--- src/rtl/shift_add_mult_pkg.sv ---
// Shared types and helpers for the shift-add multiplier: FSM states,
// operand magnitude, bit length and step-count arithmetic.
package shift_add_mult_pkg;

  typedef enum logic [1:0] {
    IDLE = 2'd0,
    RUN  = 2'd1,
    DONE = 2'd2
  } state_t;

  // Widest operand the helper functions handle.
  localparam int unsigned MAX_W = 64;

  localparam int unsigned DEF_WIDTH_IN       = 8;
  localparam int unsigned DEF_BITS_PER_CYCLE = 2;
  localparam int unsigned STEPS_MAX =
    (DEF_WIDTH_IN + DEF_BITS_PER_CYCLE - 1) / DEF_BITS_PER_CYCLE;

  // Worst-case RUN cycles for a w-bit multiplier retired k bits at a time.
  function automatic int unsigned steps_for(input int unsigned w, input int unsigned k);
    return (w + k - 1) / k;
  endfunction

  // Magnitude of the low w bits of x; negated only when sgn is set and the sign bit is 1.
  function automatic logic [MAX_W-1:0] magnitude(input logic [MAX_W-1:0] x,
                                                 input int unsigned w,
                                                 input logic sgn);
    logic [MAX_W-1:0] mask;
    logic [MAX_W-1:0] m;
    mask = (w >= MAX_W) ? '1 : ((MAX_W'(1) << w) - MAX_W'(1));
    m    = x & mask;
    if (sgn && (w > 0) && m[w-1]) begin
      m = (~m + MAX_W'(1)) & mask;
    end
    return m;
  endfunction

  // Position of the highest set bit plus one; zero for a zero input.
  function automatic int unsigned bitlen(input logic [MAX_W-1:0] x);
    int unsigned n;
    n = 0;
    for (int unsigned i = 0; i < MAX_W; i++) begin
      if (x[i]) n = i + 1;
    end
    return n;
  endfunction

endpackage

--- src/rtl/shift_add_step.sv ---
// One radix-2^K shift-add step: adds the multiplicand times a K-bit digit into the accumulator.
module shift_add_step
  import shift_add_mult_pkg::*;
#(
  parameter int unsigned ACC_W = 16,
  parameter int unsigned K     = 2
) (
  input  logic [ACC_W-1:0] acc,
  input  logic [ACC_W-1:0] mag_a_shifted,
  input  logic [K-1:0]     digit,
  output logic [ACC_W-1:0] acc_next
);

  logic [ACC_W-1:0] partial;

  // Digit times multiplicand as a sum of shifted copies; overflow past ACC_W is dropped.
  always_comb begin
    partial = '0;
    for (int unsigned i = 0; i < K; i++) begin
      if (digit[i]) partial = partial + (mag_a_shifted << i);
    end
    acc_next = acc + partial;
  end

endmodule

--- src/rtl/shift_add_multiplier.sv ---
// Sequential signed/unsigned shift-add multiplier with valid/ready handshakes,
// early termination on an exhausted multiplier and a per-product cycle count.
module shift_add_multiplier
  import shift_add_mult_pkg::*;
#(
  parameter int unsigned WIDTH_IN       = 8,
  parameter int unsigned WIDTH_OUT      = 2 * WIDTH_IN,
  parameter int unsigned BITS_PER_CYCLE = 2,
  parameter int unsigned CNT_W          = $clog2(WIDTH_IN + 1)
) (
  input  logic                 CLK,
  input  logic                 RST,
  input  logic                 in_valid,
  output logic                 in_ready,
  input  logic                 is_signed,
  input  logic [WIDTH_IN-1:0]  multiplicand,
  input  logic [WIDTH_IN-1:0]  multiplier,
  output logic                 out_valid,
  input  logic                 out_ready,
  output logic [WIDTH_OUT-1:0] product,
  output logic [CNT_W-1:0]     cycles
);

  localparam int unsigned K     = BITS_PER_CYCLE;
  localparam int unsigned ACC_W = 2 * WIDTH_IN;
  localparam int unsigned STEPS = steps_for(WIDTH_IN, K);
  // Multiplier register padded to whole digits so the last step sees zero-extended bits.
  localparam int unsigned MB_W  = STEPS * K;
  localparam int unsigned PW    = (WIDTH_OUT > ACC_W) ? WIDTH_OUT : ACC_W;

  state_t state, state_n;
  logic   accept_c, finish_c, release_c;

  logic [ACC_W-1:0] acc, acc_next, mag_a_sh;
  logic [MB_W-1:0]  mag_b, mag_b_shifted;
  logic             neg;
  logic [CNT_W-1:0] cnt;
  logic [PW-1:0]    acc_wide, result_wide;

  shift_add_step #(
    .ACC_W (ACC_W),
    .K     (K)
  ) u_step (
    .acc           (acc),
    .mag_a_shifted (mag_a_sh),
    .digit         (mag_b[K-1:0]),
    .acc_next      (acc_next)
  );

  assign mag_b_shifted = mag_b >> K;
  assign acc_wide      = PW'(acc_next);
  // A zero accumulator negates to zero, so a zero multiplier never yields -0.
  assign result_wide   = neg ? (~acc_wide + PW'(1)) : acc_wide;

  // State register
  always_ff @(posedge CLK) begin
    if (RST) state <= IDLE;
    else     state <= state_n;
  end

  // Next state and control strobes
  always_comb begin
    state_n   = state;
    accept_c  = 1'b0;
    finish_c  = 1'b0;
    release_c = 1'b0;
    case (state)
      IDLE: begin
        if (in_valid && in_ready) begin
          accept_c = 1'b1;
          state_n  = RUN;
        end
      end
      RUN: begin
        if (mag_b_shifted == '0) begin
          finish_c = 1'b1;
          state_n  = DONE;
        end
      end
      DONE: begin
        if (out_valid && out_ready) begin
          release_c = 1'b1;
          state_n   = IDLE;
        end
      end
      default: state_n = IDLE;
    endcase
  end

  // Operand, accumulator and handshake registers
  always_ff @(posedge CLK) begin
    if (RST) begin
      in_ready  <= 1'b1;
      out_valid <= 1'b0;
      product   <= '0;
      cycles    <= '0;
      acc       <= '0;
      mag_a_sh  <= '0;
      mag_b     <= '0;
      neg       <= 1'b0;
      cnt       <= '0;
    end else begin
      in_ready <= (state_n == IDLE);

      if (accept_c) begin
        mag_a_sh <= ACC_W'(magnitude(MAX_W'(multiplicand), WIDTH_IN, is_signed));
        mag_b    <= MB_W'(magnitude(MAX_W'(multiplier), WIDTH_IN, is_signed));
        neg      <= is_signed & (multiplicand[WIDTH_IN-1] ^ multiplier[WIDTH_IN-1]);
        acc      <= '0;
        cnt      <= '0;
      end else if (state == RUN) begin
        acc      <= acc_next;
        mag_a_sh <= mag_a_sh << K;
        mag_b    <= mag_b_shifted;
        cnt      <= cnt + CNT_W'(1);
      end

      if (finish_c) begin
        product   <= WIDTH_OUT'(result_wide);
        cycles    <= cnt + CNT_W'(1);
        out_valid <= 1'b1;
      end else if (release_c) begin
        out_valid <= 1'b0;
      end
    end
  end

endmodule
--- config.mk ---
export PLATFORM = sky130hd
export DESIGN_NAME = shift_add_multiplier
export DESIGN_NICKNAME = d
export VERILOG_FILES = /design/src/rtl/shift_add_mult_pkg.sv /design/src/rtl/shift_add_step.sv /design/src/rtl/shift_add_multiplier.sv
export SDC_FILE = /design/constraint.sdc
export NUM_CORES = 1
export LEC_CHECK = 0
export BUFFER_PORTS_ARGS = -buffer_cell sky130_fd_sc_hd__buf_4
export CORE_MARGIN = 2
export CORE_UTILIZATION = 58
export CTS_BUF_LIST = sky130_fd_sc_hd__clkbuf_16
export DETAILED_ROUTE_END_ITERATION = 8
export GPL_ROUTABILITY_DRIVEN = 0
export PLACE_DENSITY = 0.78
export SYNTH_ARGS = -nofsm -noshare
export SYNTH_HDL_FRONTEND = slang
export SYNTH_SLANG_ARGS = --single-unit
--- constraint.sdc ---
create_clock -name CLK -period 7.15 [get_ports CLK]
set_input_delay 0.3575 -clock CLK [delete_from_list [all_inputs] [get_ports CLK]]
set_output_delay 0.3575 -clock CLK [all_outputs]
set_load 0.005 [all_outputs]
==> metrics.csv, run 1 <==
stage,metric,value,unit
grt,vias in the first global route,4300,
finish,Ant. Diodes,0,
detailed_routing,max layer used,met4,
synth,Post-Synth Adder-Cell Area,0.08476,
detailed_routing,DRT antenna net count,0,
synth,"Primary FF master, synth",dfxtp_1,
die,IO Pins,43,
sta,Tcrit/Tclk final,0.7733,
sta,Fmax,180.9,MHz
clocking,Clock Latency Late Sink,0.34,ns
synth,Yosys warning total,0,
pwr,LEAKAGE,2.316,nW
run_status,status,finished clean,
synth,Post-synth EDFFs,0,
die,Die ar.,9202,sq um
synth,Synth cell types,57,
finish,share of layout cells above drive strength 1,0.1141,
grt,largest net degree at the start of global routing,50,
die,Die W,95.93,um
detailed_routing,# DRC,0,
place,area of placed instances,5233,sq um
synth,complex-gate fraction of the synthesized area,0.2303,
detailed_routing,drt via density,5.874,
synth,Synth Area per Inst,7.505,sq um
sta,Final min period,5.529,ns
clocking,clk sinks,69,
sta,setup TNS,0,ns
place,DP Wirelength,8021,um
critical_path,CP Capture Type,flip-flop,
clocking,CTS Hold Bufs,0,
place,PortBufs,42,
synth,sequential-to-total area share from yosys stat,0.2818,
sta,setup violators final,0,
pwr,Pwr Total,1.478,mW
die,DIE HEIGHT,95.93,um
grt,initial antenna violation count,0,
min_path,Hold Crit Class,in2reg,
sta,unrepaired setup endpoints after global routing,no,
synth,main combinational cell family by area after synthesis,simple AND/OR/NAND/NOR gates,
pwr,Worst VDD drop,0.2642,mV
critical_path,CP Data Arrival Time,5.70,ns
clocking,CTS buffer count,9,
clocking,clock tree buffer depth,2,
die,# rows,33,
clocking,H-tree lvl count,3,
finish,fin nets,723,
critical_path,Worst setup SP type,flip-flop,
sta,Final Max Slew Viols,0,
flow_run,Max-Cap Viols,0,
clocking,PostCTS Resize Cnt,0,
synth,ys async rst share,0,
synth,Synth Cell Area,4901,sq um
synth,Synth Area in XOR/XNOR,0.1031,
critical_path,CP cell instances,"nand2_1, inv_1, ha_1, a21oi_1, o21ai_0, nor2_1, o21a_1, a21oi_1, nor4bb_1, o21bai_1, a211oi_1, a21oi_1, mux2_2, ha_1, and2_1, and3_1, a221oi_2, xor2_1, nand3_1, o31ai_1, a21boi_1, xnor2_1, a211oi_2",
sta,Final Hold Viols,0,
detailed_routing,Iteration-0 DRC Markers,195,
synth,Simple-Gate Fraction of Synth Area,0.2382,
finish,most frequent cells in the layout,"nand2_1, nor2_1, dfxtp_1",
detailed_routing,drt wl/cell,14.81,um
clocking,Post-CTS Setup Repair Bufs,0,
synth,syn_nets,706,
finish,Finished Cell Area,5523,sq um
critical_path,Setup Crit Path Kind,reg2reg,
critical_path,"Top cell by count, worst path",a21oi_1,
grt,global-route wire length before repair,19290,um
critical_path,CP peak stage delay,0.56,ns
detailed_routing,met1 WL,5122,um
detailed_routing,met2 WL,5769,um
pwr,Pwr Density,267.6,nW/um^2
clocking,clock-pin slew of the registers on the worst-case setup and hold paths,0.06,ns
sta,clk_skew,0.005055,ns
finish,FILL cells,715,
die,area of the core,8217,sq um
synth,post-synthesis mux area share,0.01813,
critical_path,crit path max fanout,13,
finish,"commonest non-fill, non-tap cell in the layout",nand2_1,
critical_path,Crit path max-delay family,compound AO/OA/AOI/OAI gates,
critical_path,CP required,7.32,ns
detailed_routing,met3 WL post-DR,401,um
synth,Synth Register Bits,69,
grt,grt ovf,0,
critical_path,"Slowest-stage cell, CP",dfxtp_1,
sta,Tightest Pin Transition,1.165,ns
synth,Cells after Synth,653,
detailed_routing,Pre-antenna DRT Iters,5,
clocking,Root Buffer,clkbuf_16,
clocking,TritonCTS clock tree,done,
detailed_routing,routed via count,4582,
detailed_routing,final WL,11550,um
critical_path,Crit path buffers/inverters,1,
die,initial core utilization,0.5965,
finish,synthesis-to-layout area growth,12.69,%
sta,Worst slew margin,0.2226,
grt,GRT Util Overall,0.2651,
sta,Hold WS,0.2833,ns
-- layer usage --
layer | GRT usage | vias up
met5 | 0 | -
met4 | 0.1000 | 0
met3 | 0.05638 | 24
met2 | 0.4639 | 91
met1 | 0.3175 | 2124
li1 | - | 2343
-- through the flow --
step / cells / util / setup slack, ns
CTS: 780 / 0.6721 / 1.699
global placement: 764 / 0.6368 / 1.866
detailed placement: 764 / 0.6368 / 1.729
finish: 780 / 0.6721 / 1.621
global route: 780 / 0.6721 / 1.082
floorplan: 653 / - / 1.982
-- cell usage after synthesis (3+ instances only) --
master,n,area [sq um]
a21o_1,12,90.09
mux2_2,7,78.83
xor2_1,35,306.5
o22ai_1,3,18.77
ha_1,30,375.4
nor3_1,15,75.07
clkbuf_1,37,138.9
o31ai_1,6,45.04
or3_1,3,18.77
dfxtp_1,69,1381
xnor2_1,20,175.2
buf_1,3,11.26
a21oi_1,58,290.3
o21a_1,7,52.55
nand2_1,94,352.8
o21ai_0,14,70.07
nand2b_1,7,43.79
o2111ai_1,3,26.28
inv_1,17,63.81
and3_1,7,43.79
nand3b_1,3,22.52
nand3_1,38,190.2
nor2b_1,3,18.77
nor2_1,76,285.3
and2_1,10,62.56
a211oi_1,21,157.7
a311oi_1,10,87.58
a31oi_1,10,62.56
-- flip-flops by register name, indices dropped and copies added, names as in the netlist --
name / count
acc: 16
cnt: 4
cycles: 4
in_ready: 1
mag_a_sh: 16
mag_b: 8
neg: 1
out_valid: 1
product: 16
state: 2
-- power breakdown --
part	total, mW	switching, mW	internal, mW
clock	0.445	0.177	0.268
combinational	0.499	0.305	0.194
sequential	0.535	0.0867	0.448
total	1.48	0.568	0.910
-- worst paths after layout --
kind	end	slack (ns)	depth (start not counted)	start
worst min-delay path	mag_a_sh[0]$_SDFFE_PP0P_	0.28	3	multiplicand[0]
worst min register to register	product[8]$_SDFFE_PP0P_	0.46	2	product[8]$_SDFFE_PP0P_
worst max register to register	product[15]$_SDFFE_PP0P_	1.62	23	mag_a_sh[2]$_SDFFE_PP0P_
worst max-delay path	product[15]$_SDFFE_PP0P_	1.62	23	mag_a_sh[2]$_SDFFE_PP0P_
-- cell families after synthesis --
kind of cell / Yosys count
compound gates: 168
xor+xnor: 56
fa+ha+maj: 32
buf+inv: 57
flops: 69
mux: 8
simple gates: 263
-- area by class of cell --
| cell class | instances | area (sq um) | share of cell area |
|---|---|---|---|
| Tap cell | 105 | 131.4 | 0.02379 |
| Sequential cell | 69 | 1381 | 0.2501 |
| Timing Repair Buffer | 46 | 345.3 | 0.06253 |
| Clock buffer | 9 | 225.2 | 0.04078 |
| Multi-Input combinational cell | 527 | 3311 | 0.5995 |
| Inverter | 17 | 63.81 | 0.01155 |
| Clock inverter | 7 | 65.06 | 0.01178 |
-- worst min-delay path, delay by kind of cell --
family	cells	cell delay, ns
simple gates	1	0.05
buf+inv	1	0.12
compound gates	1	0.05
No activity file was read; power rests on OpenSTA's default activity.
==> run 2, diff against run 1 <==
- clock period: 7.15 -> 5.8 ns (I/O delays scaled with it)
==> run 2 against run 1 <==
  * Critical path depth unchanged
  * Sequential power is 24% higher
  * Clock power grew 36%
  * Combinational power is 23% higher
  * Cell area grew 0.95%
  * Core utilization rose by 0.64 points
  * Flip-flop and latch count did not move
  * Via count rose by 1.7%
  * Power grew 27%
==> metrics.csv, run 2 (synthesis results as in run 1) <==
stage,metric,value,unit
finish,Final Core Density,0.6785,
pwr,Pwr Density,337.3,nW/um^2
sta,Tightest Pin Transition,1.167,ns
critical_path,CP Capture Type,flip-flop,
grt,global-route wire length before repair,19200,um
die,DIE HEIGHT,95.93,um
place,DP Wirelength,7889,um
finish,Finished Cell Area,5575,sq um
flow_run,Max-Cap Viols,0,
critical_path,CP required,5.97,ns
pwr,LEAKAGE,2.342,nW
clocking,clock tree buffer depth,2,
die,# rows,33,
clocking,TritonCTS clock tree,done,
die,area of the core,8217,sq um
finish,FILL cells,710,
critical_path,CP Data Arrival Time,5.45,ns
sta,unrepaired setup endpoints after global routing,no,
detailed_routing,Iteration-0 DRC Markers,232,
sta,setup violators final,0,
sta,Final min period,5.274,ns
grt,vias in the first global route,4356,
finish,fin nets,724,
critical_path,crit path max fanout,13,
place,area of placed instances,5240,sq um
critical_path,Setup Crit Path Kind,reg2reg,
finish,synthesis-to-layout area growth,13.76,%
sta,Fmax,189.6,MHz
place,PortBufs,42,
run_status,status,finished clean,
pwr,Worst VDD drop,0.3201,mV
finish,multi-input logic area,3321,sq um
sta,Final Hold Viols,0,
detailed_routing,routed via count,4662,
finish,"commonest non-fill, non-tap cell in the layout",nand2_1,
sta,Tcrit/Tclk final,0.9094,
clocking,clk sinks,69,
detailed_routing,DRT antenna net count,0,
sta,clk_skew,0.007288,ns
grt,initial antenna violation count,0,
detailed_routing,drt wl/cell,14.47,um
die,Die ar.,9202,sq um
detailed_routing,Pre-antenna DRT Iters,5,
finish,Ant. Diodes,0,
die,initial core utilization,0.5965,
critical_path,Worst setup SP type,flip-flop,
finish,most frequent cells in the layout,"nand2_1, nor2_1, dfxtp_1",
min_path,Hold Crit Class,in2reg,
clocking,Clock Latency Late Sink,0.34,ns
sta,setup TNS,0,ns
grt,largest net degree at the start of global routing,50,
sta,Worst slew margin,0.2211,
detailed_routing,# DRC,0,
die,Die W,95.93,um
finish,Top Registers,"acc (16), mag_a_sh (16), product (16)",
detailed_routing,final WL,11300,um
grt,grt ovf,0,
finish,share of layout cells above drive strength 1,0.1257,
grt,GRT Util Overall,0.2634,
clocking,Root Buffer,clkbuf_16,
die,IO Pins,43,
finish,Sequential Area,1384,sq um
sta,Final Max Slew Viols,0,
clocking,CTS Hold Bufs,0,
clocking,H-tree lvl count,3,
clocking,CTS buffer count,9,
detailed_routing,drt via density,5.969,
clocking,clock-pin slew of the registers on the worst-case setup and hold paths,0.06,ns
==> run 2: cell types whose count changed in the layout (fill, tap and decap cells not counted) <==
cell,change
nor4bb_2,+1
a21oi_1,-1
clkinv_2,+1
dfxtp_2,+2
nor4bb_1,-1
clkinv_1,-3
buf_4,+1
bufinv_16,+1
clkinv_4,+1
a21oi_2,+1
dfxtp_1,-2
==> run 2: per-layer routing <==
metal / share of wire / routed length (um) / global-route usage / up-vias
li1: - / - / - / 2356
met1: 0.45 / 5088 / 0.3195 / 2199
met2: 0.50 / 5659 / 0.4650 / 81
met3: 0.031 / 355 / 0.05951 / 26
met4: 0.017 / 195 / 0.07619 / 0
met5: 0 / 0 / 0 / -
==> run 2: cell type report <==
| type | instances | area share |
|---|---|---|
| clock inverter | 7 | 0.01750 |
| inverter | 17 | 0.01145 |
| clock buffer | 9 | 0.04039 |
| tap | 105 | 0.02356 |
| timing repair buffer | 47 | 0.06329 |
| multi-input combinational | 527 | 0.5956 |
| sequential | 69 | 0.2482 |
==> run 2: critical path, stage by stage (launching register included) <==
cell	delay (ns)
dfxtp_2	0.46
nand2_1	0.15
inv_1	0.12
ha_1	0.26
a21oi_2	0.20
o21ai_0	0.12
nor2_1	0.11
o21a_1	0.22
a21oi_1	0.07
nor4bb_2	0.37
o21bai_1	0.11
a211oi_1	0.27
a21oi_1	0.06
mux2_2	0.30
ha_1	0.32
and2_1	0.19
and3_1	0.17
a221oi_2	0.28
a21oi_1	0.20
a21o_1	0.23
a21oi_1	0.14
xnor3_2	0.44
xnor2_1	0.20
a211oi_2	0.09
==> run 2: worst paths after layout <==
| path | endpoint | depth (start not counted) | start | slack, ns |
|---|---|---|---|---|
| worst max-delay path | product[15]$_SDFFE_PP0P_ | 23 | mag_a_sh[2]$_SDFFE_PP0P_ | 0.53 |
| worst min-delay path | mag_a_sh[0]$_SDFFE_PP0P_ | 3 | multiplicand[0] | 0.21 |
| worst max register to register | product[15]$_SDFFE_PP0P_ | 23 | mag_a_sh[2]$_SDFFE_PP0P_ | 0.53 |
| worst min register to register | product[8]$_SDFFE_PP0P_ | 2 | product[8]$_SDFFE_PP0P_ | 0.46 |
==> run 2: through the flow <==
stage | hold slack, ns | instances | power (mW) | worst slack, ns
final | 0.2144 | 781 | 1.881 | 0.5257
after global routing | 0.2199 | 781 | 1.993 | 0.06619
after CTS | 0.2151 | 781 | 1.880 | 0.2535
after detailed placement | 0.4509 | 765 | 1.275 | 0.3695
after global placement | 0.4448 | 765 | 1.253 | 0.5213
after floorplan | 0.4260 | 653 | 1.097 | 0.6319
==> run 2: power breakdown <==
part           internal, mW  total, mW  switching, mW
sequential            0.553      0.664          0.110
combinational         0.240      0.613          0.373
clock                 0.378      0.604          0.226
total                  1.17       1.88          0.709
==> run 2: timing repair <==
action / in CTS / in global routing
setup endpoints to repair: 0 / 4
resized for setup: 0 / 4
buffers inserted: 0 / 0
==> run 3, diff against run 2 <==
- ABC_AREA: unset -> 1
==> run 3 against run 2 <==
  * Core utilization fell by 0.70 points
  * Clock skew hardly changed
  * Fmax is 22% higher
  * Clock-buffer cell count stayed put
  * Synthesized area increased by 6.2%
  * Critical path type unchanged
  * Largest cell class unchanged
  * Largest power group is now combinational logic
  * Sequential power up 4.8%
==> metrics.csv, run 3 <==
stage,metric,value,unit
pwr,Sw Pwr,0.9727,mW
critical_path,RR Startpoint,mag_b[0]$_SDFFE_PP0P_,
finish,Top Registers,"acc (16), mag_a_sh (16), product (16)",
grt,global-route wire length before repair,22320,um
finish,fin nets,893,
die,# rows,34,
clocking,clock-pin slew of the registers on the worst-case setup and hold paths,0.06,ns
grt,grt ovf,0,
sta,setup TNS,0,ns
grt,vias in the first global route,5053,
grt,largest net degree at the start of global routing,47,
clocking,H-tree lvl count,3,
detailed_routing,final WL,13020,um
sta,Tcrit/Tclk final,0.7426,
critical_path,CP Data Arrival Time,4.54,ns
sta,setup slack after layout,1.493,ns
clocking,TritonCTS clock tree,done,
clocking,CTS buffer count,9,
synth,Post-synth top cells,"nand2_1, inv_1, dfxtp_1",
critical_path,worst setup path start,mag_b[0]$_SDFFE_PP0P_,
finish,share of layout cells above drive strength 1,0.1256,
die,area of the core,8721,sq um
sta,setup violators final,0,
critical_path,CP Capture Type,flip-flop,
critical_path,Reg2Reg Depth,29,
pwr,sw frac,0.4301,
grt,grt met3 use,0.03759,
clocking,Clock Latency Late Sink,0.34,ns
clocking,PostCTS Resize Cnt,0,
critical_path,CP required,6.03,ns
min_path,hold path start,multiplicand[0],
grt,GRT Util Overall,0.2786,
min_path,Hold Crit Class,in2reg,
critical_path,CP peak stage delay,0.80,ns
critical_path,Setup Crit Path Kind,reg2reg,
clocking,clock tree buffer depth,2,
place,PortBufs,42,
grt,grt met2 use,0.4772,
pwr,Clock power frac,0.241,
sta,Final min period,4.307,ns
critical_path,Worst setup SP type,flip-flop,
pwr,Worst VDD drop,0.2249,mV
clocking,clk sinks,69,
die,Die ar.,9744,sq um
sta,Final Max Slew Viols,0,
min_path,Hold Crit Depth,3,
sta,unrepaired setup endpoints after global routing,no,
run_status,status,finished clean,
synth,most frequent cell after synthesis,nand2_1,
finish,FILL cells,777,
die,initial core utilization,0.5966,
synth,Synth Register Bits,69,
synth,syn_nets,862,
sta,Hold WS,0.2386,ns
detailed_routing,Iteration-0 DRC Markers,214,
grt,grt peak-use layer,met2,
place,DP Wirelength,9866,um
detailed_routing,Pre-antenna DRT Iters,5,
synth,sequential-to-total area share from yosys stat,0.2655,
die,Die W,98.71,um
finish,most frequent cells in the layout,"nand2_1, inv_1, dfxtp_1",
critical_path,"Slowest-stage cell, CP",dfxtp_1,
synth,Post-synth EDFFs,0,
sta,clk_skew,0.007353,ns
sta,Fmax,232.2,MHz
sta,Worst slew margin,0.3072,
pwr,Internal,1.289,mW
synth,"Primary FF master, synth",dfxtp_1,
pwr,sequential group share of total power,0.308,
synth,Synth Area per Inst,6.431,sq um
critical_path,crit path max fanout,23,
clocking,Root Buffer,clkbuf_16,
detailed_routing,# DRC,0,
synth,Synth Cell Area,5202,sq um
pwr,LEAKAGE,2.932,nW
finish,Ant. Diodes,0,
die,IO Pins,43,
die,DIE HEIGHT,98.71,um
synth,Synth cell types,44,
sta,Final Hold Viols,0,
finish,"commonest non-fill, non-tap cell in the layout",nand2_1,
synth,ys async rst share,0,
synth,Synth top area share,0.2655,
detailed_routing,routed via count,5255,
detailed_routing,DRT antenna net count,0,
place,dpl ws,1.556,ns
flow_run,Max-Cap Viols,0,
grt,initial antenna violation count,0,
synth,Yosys warning total,0,
detailed_routing,drt via density,5.520,
synth,Cells after Synth,809,
detailed_routing,drt wl/cell,13.67,um
sta,Tightest Pin Transition,1.035,ns
grt,Global Route met1 Usage,0.3444,
pwr,Comb power frac,0.452,
clocking,CTS Hold Bufs,0,
finish,synthesis-to-layout area growth,12.58,%
synth,Synth area leaders,"dfxtp_1, nand2_1, inv_1",
pwr,Pwr Density,386.2,nW/um^2
critical_path,"Top cell by count, worst path",nand2_1,
synth,top cell type by total area after synthesis,dfxtp_1,
clocking,Post-CTS Setup Repair Bufs,0,
-- run 3: cell count changes after synthesis, sizes merged, moves of 13 or more --
cell,before,now
nand2,94,237
inv,17,115
o21ai,15,56
clkbuf,37,17
a211oi,22,5
xor2,35,19
nor2,76,61
nand3,38,51
-- run 3: layer usage --
| metal | vias to the layer above | wire length [um] | share of wire |
|---|---|---|---|
| met2 | 161 | 6285 | 0.48 |
| li1 | 2684 | - | - |
| met5 | - | 0 | 0 |
| met1 | 2373 | 5764 | 0.44 |
| met4 | 0 | 440 | 0.034 |
| met3 | 37 | 527 | 0.040 |
-- run 3: final cells by class --
cell class                      count  area, sq um  share of cell area
Clock buffer                        9        225.2             0.03845
Inverter                          117        439.2             0.07498
Multi-Input combinational cell    598         3274              0.5591
Tap cell                          108        135.1             0.02307
Clock inverter                      6        63.81             0.01090
Timing Repair Buffer               45        337.8             0.05768
Sequential cell                    69         1381              0.2358
-- run 3: worst paths after layout --
check,slack [ns],to
setup / recovery,1.49,acc[15]$_SDFFE_PP0P_
hold / removal,0.24,mag_a_sh[0]$_SDFFE_PP0P_
setup reg to reg,1.49,acc[15]$_SDFFE_PP0P_
hold reg to reg,0.46,cycles[1]$_SDFFE_PP0P_
-- run 3: metrics by stage --
step                total power, mW  instances    util  area, sq um
floorplan                     1.438        809       -         5202
global placement              1.688        937  0.6385         5568
detailed placement            1.714        937  0.6385         5568
CTS                           2.266        952  0.6716         5857
global route                  2.433        952  0.6716         5857
finish                        2.262        952  0.6716         5857
-- run 3: cells by family after synthesis --
kind of cell,count (synthesis),share of synthesized area
AOI/OAI and AO/OA,157,0.1720
xor gates and xnor gates,30,0.05556
adders and majority gates,32,0.07985
buffers and inverters,142,0.1056
DFF,69,0.2655
and+or+nand+nor,379,0.3216
-- run 3: critical path: cells and delay by family, from the launching register on --
family                     cells  cell delay (ns)
adders and majority gates      2             0.62
AOI/OAI and AO/OA              8             0.86
DFF                            1             0.80
and+or+nand+nor               15             1.54
buffers and inverters          4             0.39
-- run 3: power by group through the flow --
stage          clock network [mW]  registers [mW]  logic (mW)
2_1_floorplan                   0           0.658       0.780
3_3_place_gp                    0           0.698       0.990
3_5_place_dp                    0           0.703        1.01
4_1_cts                     0.552           0.695        1.02
5_1_grt                     0.568           0.713        1.15
6_report                    0.544           0.696        1.02
